==> config.mk <==
export PLATFORM = sky130hd
export DESIGN_NAME = prv_trap_sequencer
export DESIGN_NICKNAME = d
export VERILOG_FILES = /design/src/rtl/prv_trap_sequencer.sv
export SDC_FILE = /design/constraint.sdc
export NUM_CORES = 1
export LEC_CHECK = 0
export ABC_AREA = 0
export CAP_MARGIN = 40
export CORE_AREA = 4 4 166 168
export DETAILED_ROUTE_END_ITERATION = 6
export DIE_AREA = 0 0 170 172
export GPL_TIMING_DRIVEN = 0
export PLACE_DENSITY = 0.69
export SYNTH_ARGS = -nofsm -noshare
export SYNTH_HDL_FRONTEND = slang
export SYNTH_SLANG_ARGS = --single-unit
==> constraint.sdc <==
create_clock -name CLK -period 4.2 [get_ports CLK]
set_input_delay 0.84 -clock CLK [delete_from_list [all_inputs] [get_ports CLK]]
set_output_delay 0.84 -clock CLK [all_outputs]
set_load 0.03 [all_outputs]
==> src/rtl/prv_trap_sequencer.sv <==
// Trap / xRET sequencer between the retire lanes and the privilege CSR block.
// Chooses one event, flushes the pipe, then emits one redirect plus a CSR commit pulse.
module prv_trap_sequencer #(
  parameter int NUM_LANES   = 2,
  parameter int NUM_INT     = 16,
  parameter bit VECTORED_EN = 1'b1
) (
  input  logic                   CLK,
  input  logic                   RST,
  input  logic [NUM_LANES-1:0]   exc_valid,
  input  logic [NUM_LANES*4-1:0] exc_cause,
  input  logic [NUM_LANES*32-1:0] lane_pc,
  input  logic [NUM_LANES*32-1:0] lane_badaddr,
  input  logic [NUM_INT-1:0]     int_pending,
  input  logic [NUM_INT-1:0]     int_enable,
  input  logic                   global_ie,
  input  logic [31:0]            resume_pc,
  input  logic                   mret,
  input  logic                   sret,
  input  logic [31:0]            mepc_r,
  input  logic [31:0]            sepc_r,
  input  logic [31:0]            xtvec,
  input  logic                   pipe_drained,
  output logic                   pipe_clear,
  output logic                   insert_pc,
  output logic [31:0]            priv_pc,
  output logic                   trap_commit,
  output logic                   ret_commit,
  output logic                   ret_is_s,
  output logic [31:0]            epc,
  output logic [31:0]            cause,
  output logic [31:0]            badaddr,
  output logic                   intr,
  output logic                   busy
);

  typedef enum logic [1:0] {IDLE, FLUSH, INSERT} state_t;

  state_t state_q, state_d;

  logic        ret_q, ret_s_q;
  logic [31:0] tgt_q;

  // Oldest excepting lane: scan from youngest down so lane 0 wins last.
  logic        exc_any;
  logic [3:0]  sel_code;
  logic [31:0] sel_pc, sel_bad;

  always_comb begin
    exc_any  = 1'b0;
    sel_code = '0;
    sel_pc   = '0;
    sel_bad  = '0;
    for (int i = NUM_LANES - 1; i >= 0; i--) begin
      if (exc_valid[i]) begin
        exc_any  = 1'b1;
        sel_code = exc_cause[4*i +: 4];
        sel_pc   = lane_pc[32*i +: 32];
        sel_bad  = lane_badaddr[32*i +: 32];
      end
    end
  end

  // Highest-numbered enabled pending source wins.
  logic [NUM_INT-1:0] int_act;
  logic               int_any;
  logic [31:0]        int_k;

  assign int_act = int_pending & int_enable;
  assign int_any = global_ie & (|int_act);

  always_comb begin
    int_k = '0;
    for (int i = 0; i < NUM_INT; i++)
      if (int_act[i]) int_k = 32'(i);
  end

  logic [31:0] tvec_base;
  logic        vec_mode;

  assign tvec_base = {xtvec[31:2], 2'b00};
  assign vec_mode  = VECTORED_EN && (xtvec[1:0] == 2'b01);

  logic        load_ev, load_rec;
  logic        nxt_ret, nxt_ret_s, nxt_intr;
  logic [31:0] nxt_tgt, nxt_epc, nxt_cause, nxt_bad;

  always_comb begin
    state_d   = state_q;
    load_ev   = 1'b0;
    load_rec  = 1'b0;
    nxt_ret   = 1'b0;
    nxt_ret_s = 1'b0;
    nxt_intr  = 1'b0;
    nxt_tgt   = '0;
    nxt_epc   = '0;
    nxt_cause = '0;
    nxt_bad   = '0;
    case (state_q)
      IDLE: begin
        if (exc_any) begin
          state_d   = FLUSH;
          load_ev   = 1'b1;
          load_rec  = 1'b1;
          nxt_tgt   = tvec_base;
          nxt_epc   = sel_pc;
          nxt_cause = {28'b0, sel_code};
          nxt_bad   = sel_bad;
        end else if (mret || sret) begin
          // Returns leave the trap record untouched.
          state_d   = FLUSH;
          load_ev   = 1'b1;
          nxt_ret   = 1'b1;
          nxt_ret_s = !mret;
          nxt_tgt   = mret ? mepc_r : sepc_r;
        end else if (int_any) begin
          state_d   = FLUSH;
          load_ev   = 1'b1;
          load_rec  = 1'b1;
          nxt_intr  = 1'b1;
          nxt_tgt   = vec_mode ? tvec_base + {int_k[29:0], 2'b00} : tvec_base;
          nxt_epc   = resume_pc;
          nxt_cause = {1'b1, 27'b0, int_k[3:0]};
        end
      end
      FLUSH:   if (pipe_drained) state_d = INSERT;
      INSERT:  state_d = IDLE;
      default: state_d = IDLE;
    endcase
  end

  // Every output is a flop driven from the next state, so each pulse lines up with its state.
  always_ff @(posedge CLK) begin
    if (RST) begin
      state_q     <= IDLE;
      ret_q       <= 1'b0;
      ret_s_q     <= 1'b0;
      tgt_q       <= '0;
      epc         <= '0;
      cause       <= '0;
      badaddr     <= '0;
      intr        <= 1'b0;
      busy        <= 1'b0;
      pipe_clear  <= 1'b0;
      insert_pc   <= 1'b0;
      priv_pc     <= '0;
      trap_commit <= 1'b0;
      ret_commit  <= 1'b0;
      ret_is_s    <= 1'b0;
    end else begin
      state_q <= state_d;
      if (load_ev) begin
        ret_q   <= nxt_ret;
        ret_s_q <= nxt_ret_s;
        tgt_q   <= nxt_tgt;
      end
      if (load_rec) begin
        epc     <= nxt_epc;
        cause   <= nxt_cause;
        badaddr <= nxt_bad;
        intr    <= nxt_intr;
      end
      busy        <= (state_d != IDLE);
      pipe_clear  <= (state_d == FLUSH);
      insert_pc   <= (state_d == INSERT);
      priv_pc     <= (state_d == INSERT) ? tgt_q : '0;
      trap_commit <= (state_d == INSERT) && !ret_q;
      ret_commit  <= (state_d == INSERT) && ret_q;
      ret_is_s    <= (state_d == INSERT) && ret_q && ret_s_q;
    end
  end

endmodule

==> impl_metrics.env <==
export IMPL_status="complete, no violations"
export IMPL_skew_ps=7.46
export IMPL_synthesis_area_sq_um=7300
export IMPL_place_gp_congestion=0.942
export IMPL_final_area_sq_um=12500
export IMPL_dpl_worst_slack_ps=-703
export IMPL_netlist_instances=818
export IMPL_syn_area_per_cell_sq_um=8.93
export IMPL_grt_ovfl_total=0
export IMPL_drcViolationCount=0
export IMPL_combPwrFrac_pct=28.8
export IMPL_cts_clk_slew_worst_paths_ps=60
export IMPL_power_per_cell_area_nw_per_um2=341
export IMPL_hp_class="register to register"
export IMPL_wl_per_cell_microns=22.1
export IMPL_antenna_found_initial=5
export IMPL_worstMarginPinSlew_ps=829
export IMPL_seqPwrFrac_pct=35.9
export IMPL_grt_start_max_net_pins=17
export IMPL_root_buffer="clkbuf_16"
export IMPL_die_x_microns=170
export IMPL_top_level_ports=439
export IMPL_core_area_sq_um=25900
export IMPL_grt_usage_pct=22.8
export IMPL_clockPowerShare_pct=35.3
export IMPL_synth_seq_area_share_pct=39.2
export IMPL_drt_pass1_iter_count=5
export IMPL_power_internal_mw=2.94
export IMPL_cts_tree="yes"
export IMPL_synth_main_ff_cell="dfxtp_1"
export IMPL_viasPerCell=5.33
export IMPL_maxSlewHeadroom_pct=44.5
export IMPL_path_class="input pin to register"
export IMPL_grt_pass1_wl_microns=50900
export IMPL_placed_cell_area_sq_um=11900
export IMPL_dp_hpwl_microns=28800
export IMPL_min_period_ps=4090
export IMPL_setup_violations=0
export IMPL_crit_fanout=7
export IMPL_die_area_sq_um=29200
export IMPL_post_route_util_pct=48.4
export IMPL_ys_ff_latch=143
export IMPL_dp_cells=1589
export IMPL_fin_cells=1622
export IMPL_drt_total_wl_microns=35800
export IMPL_hold_violations=0
export IMPL_layout_nets=1581
export IMPL_synthArstFlopShare_pct=0
export IMPL_drv_slew=0
export IMPL_total_power_mw=4.27
export IMPL_cts_sinks=143
export IMPL_worst_setup_path_start_kind="input pin"
export IMPL_synth_edff_count=0
export IMPL_max_freq_mhz=244
export IMPL_ir_drop_mv=0.244
export IMPL_std_cell_rows=59
export IMPL_maxCapViolCount=0
export IMPL_synth_warnings=0
export IMPL_first_global_vias=8534
export IMPL_die_y_microns=172
export IMPL_antenna_left=0
export IMPL_htree_levels=4
export IMPL_worst_ep_required_time_ps=4540
export IMPL_ys_types=65
export IMPL_area_delta_synth_final_pct=71.9
export IMPL_crit_arrival_ps=4440
export IMPL_vias=8644
export IMPL_insertion_delay_ps=420
export IMPL_power_leakage_nw=4.66
export IMPL_cp_end_kind="register"
export IMPL_swShare_pct=31.2
export IMPL_io_buffers=410
export IMPL_p_sw_mw=1.33
export IMPL_drive_gt1_share_pct=9.35
export IMPL_setup_ws_ps=105
export IMPL_start_util_pct=28.2
export IMPL_cts_buffers=17
export IMPL_max_clock_path_buffers=2
export IMPL_fin_crit_sh_pct=97.5
export IMPL_drt_first_iter_violations=680
export IMPL_postCtsSetupBuffers=0
## flip-flops by register name, indices dropped and copies added, names as in the netlist
register	cells
insert_pc	1
busy	1
state_q	2
ret_commit	1
ret_is_s	1
priv_pc	32
cause	5
tgt_q	32
epc	32
trap_commit	1
ret_s_q	1
pipe_clear	1
ret_q	1
badaddr	32
## cells in the mapped netlist, drive strengths merged, types with 11 or more instances
| cell type | n | area, sq um |
|---|---|---|
| dfxtp | 143 | 2860 |
| and2 | 34 | 213 |
| mux2i | 35 | 350 |
| a22oi | 15 | 113 |
| o21ai | 29 | 145 |
| o22ai | 47 | 294 |
| nor4 | 11 | 98.8 |
| clkbuf | 56 | 210 |
| nor2 | 52 | 195 |
| a21oi | 56 | 280 |
| nand3 | 16 | 80.1 |
| nand2 | 50 | 188 |
| o221a | 36 | 405 |
| o2bb2ai | 35 | 307 |
| buf | 37 | 254 |
## final timing paths
kind,slack (ps),start,cells past startpoint,end
max,110,int_pending[9],14,tgt_q[10]$_SDFFE_PP0P_
max reg2reg,1800,state_q[0]$_SDFF_PP0_,6,cause[3]$_SDFFE_PP0P_
min,460,tgt_q[14]$_SDFFE_PP0P_,1,priv_pc[14]$_SDFF_PP0_
min reg2reg,460,tgt_q[14]$_SDFFE_PP0P_,1,priv_pc[14]$_SDFF_PP0_
## cell families after synthesis
group / after synthesis / synth area share (%)
AOI/OAI and AO/OA: 300 / 30.8
xor gates and xnor gates: 13 / 1.56
other: 1 / 0.0514
muxes: 35 / 4.80
adders and majority gates: 5 / 0.960
and+or+nand+nor: 221 / 15.9
DFF: 143 / 39.2
buffers and inverters: 100 / 6.72
## worst max-delay path, stage by stage
cell             delay (ps)
clkdlybuf4s50_1         490
nand2_1                  80
a32o_1                  270
a221o_1                 360
a31oi_4                 190
or2_2                   170
ha_1                    210
fa_1                    260
a211oi_2                120
or2_4                   320
or3b_2                  520
o41ai_2                 300
nand2_1                  90
a41oi_1                 220
## area by class of cell
class	instances	area (sq um)
Clock inverter	12	136
Antenna cell	3	7.51
Buffer	92	462
Timing Repair Buffer	410	4100
Fill cell	2495	13400
Clock buffer	19	433
Sequential cell	143	2860
Tap cell	335	419
Multi-Input combinational cell	601	4100
Inverter	7	26.3
## stage by stage
step           hold slack, ps  TNS [ps]
4_1_cts                   459         0
5_1_grt                   480     -61.1
3_3_place_gp              443     -7610
2_1_floorplan             420         0
6_report                  456         0
3_5_place_dp              447     -8220
## cell usage in the layout (no fill, tap or decap), types with 7 or more instances in the layout
master | synthesis | final
clkdlybuf4s50_1 | 0 | 410
dfxtp_1 | 143 | 143
clkbuf_1 | 56 | 56
a21oi_1 | 56 | 56
nor2_1 | 52 | 52
nand2_1 | 50 | 50
o22ai_1 | 47 | 47
o221a_2 | 36 | 36
mux2i_1 | 35 | 35
o2bb2ai_1 | 35 | 35
and2_1 | 34 | 34
o21ai_0 | 28 | 28
buf_4 | 28 | 28
conb_1 | 1 | 27
clkbuf_16 | 0 | 17
nand3_1 | 16 | 16
a22oi_1 | 15 | 14
a311oi_1 | 10 | 10
a221oi_1 | 10 | 9
nand4_1 | 8 | 8
nor4_1 | 9 | 8
nor3_1 | 8 | 8
nand3b_1 | 7 | 7
a32o_1 | 7 | 7
a211oi_1 | 8 | 7
xor2_1 | 7 | 7
## power groups by stage
stage | clock network [mW] | logic, mW | registers [mW]
3_5_place_dp | 0 | 1.21 | 1.56
4_1_cts | 1.54 | 1.22 | 1.53
2_1_floorplan | 0 | 0.435 | 1.70
5_1_grt | 1.59 | 1.31 | 1.54
6_report | 1.51 | 1.23 | 1.53
3_3_place_gp | 0 | 1.20 | 1.56
## what timing repair did
action                                  4_1_cts  5_1_grt
pin swaps                                     0        0
resized for setup                             4        7
hold buffers                                  0        0
endpoints found under the setup margin        7        8
## layer usage
metal | routed length (microns) | vias to the layer above | track usage (%)
met5 | 35 | - | 0
met4 | 1290 | 6 | 9.44
met3 | 3350 | 93 | 6.63
met2 | 17200 | 504 | 38.4
met1 | 13900 | 4033 | 27.4
li1 | - | 4008 | -
Power figures use the tool's default switching activity.
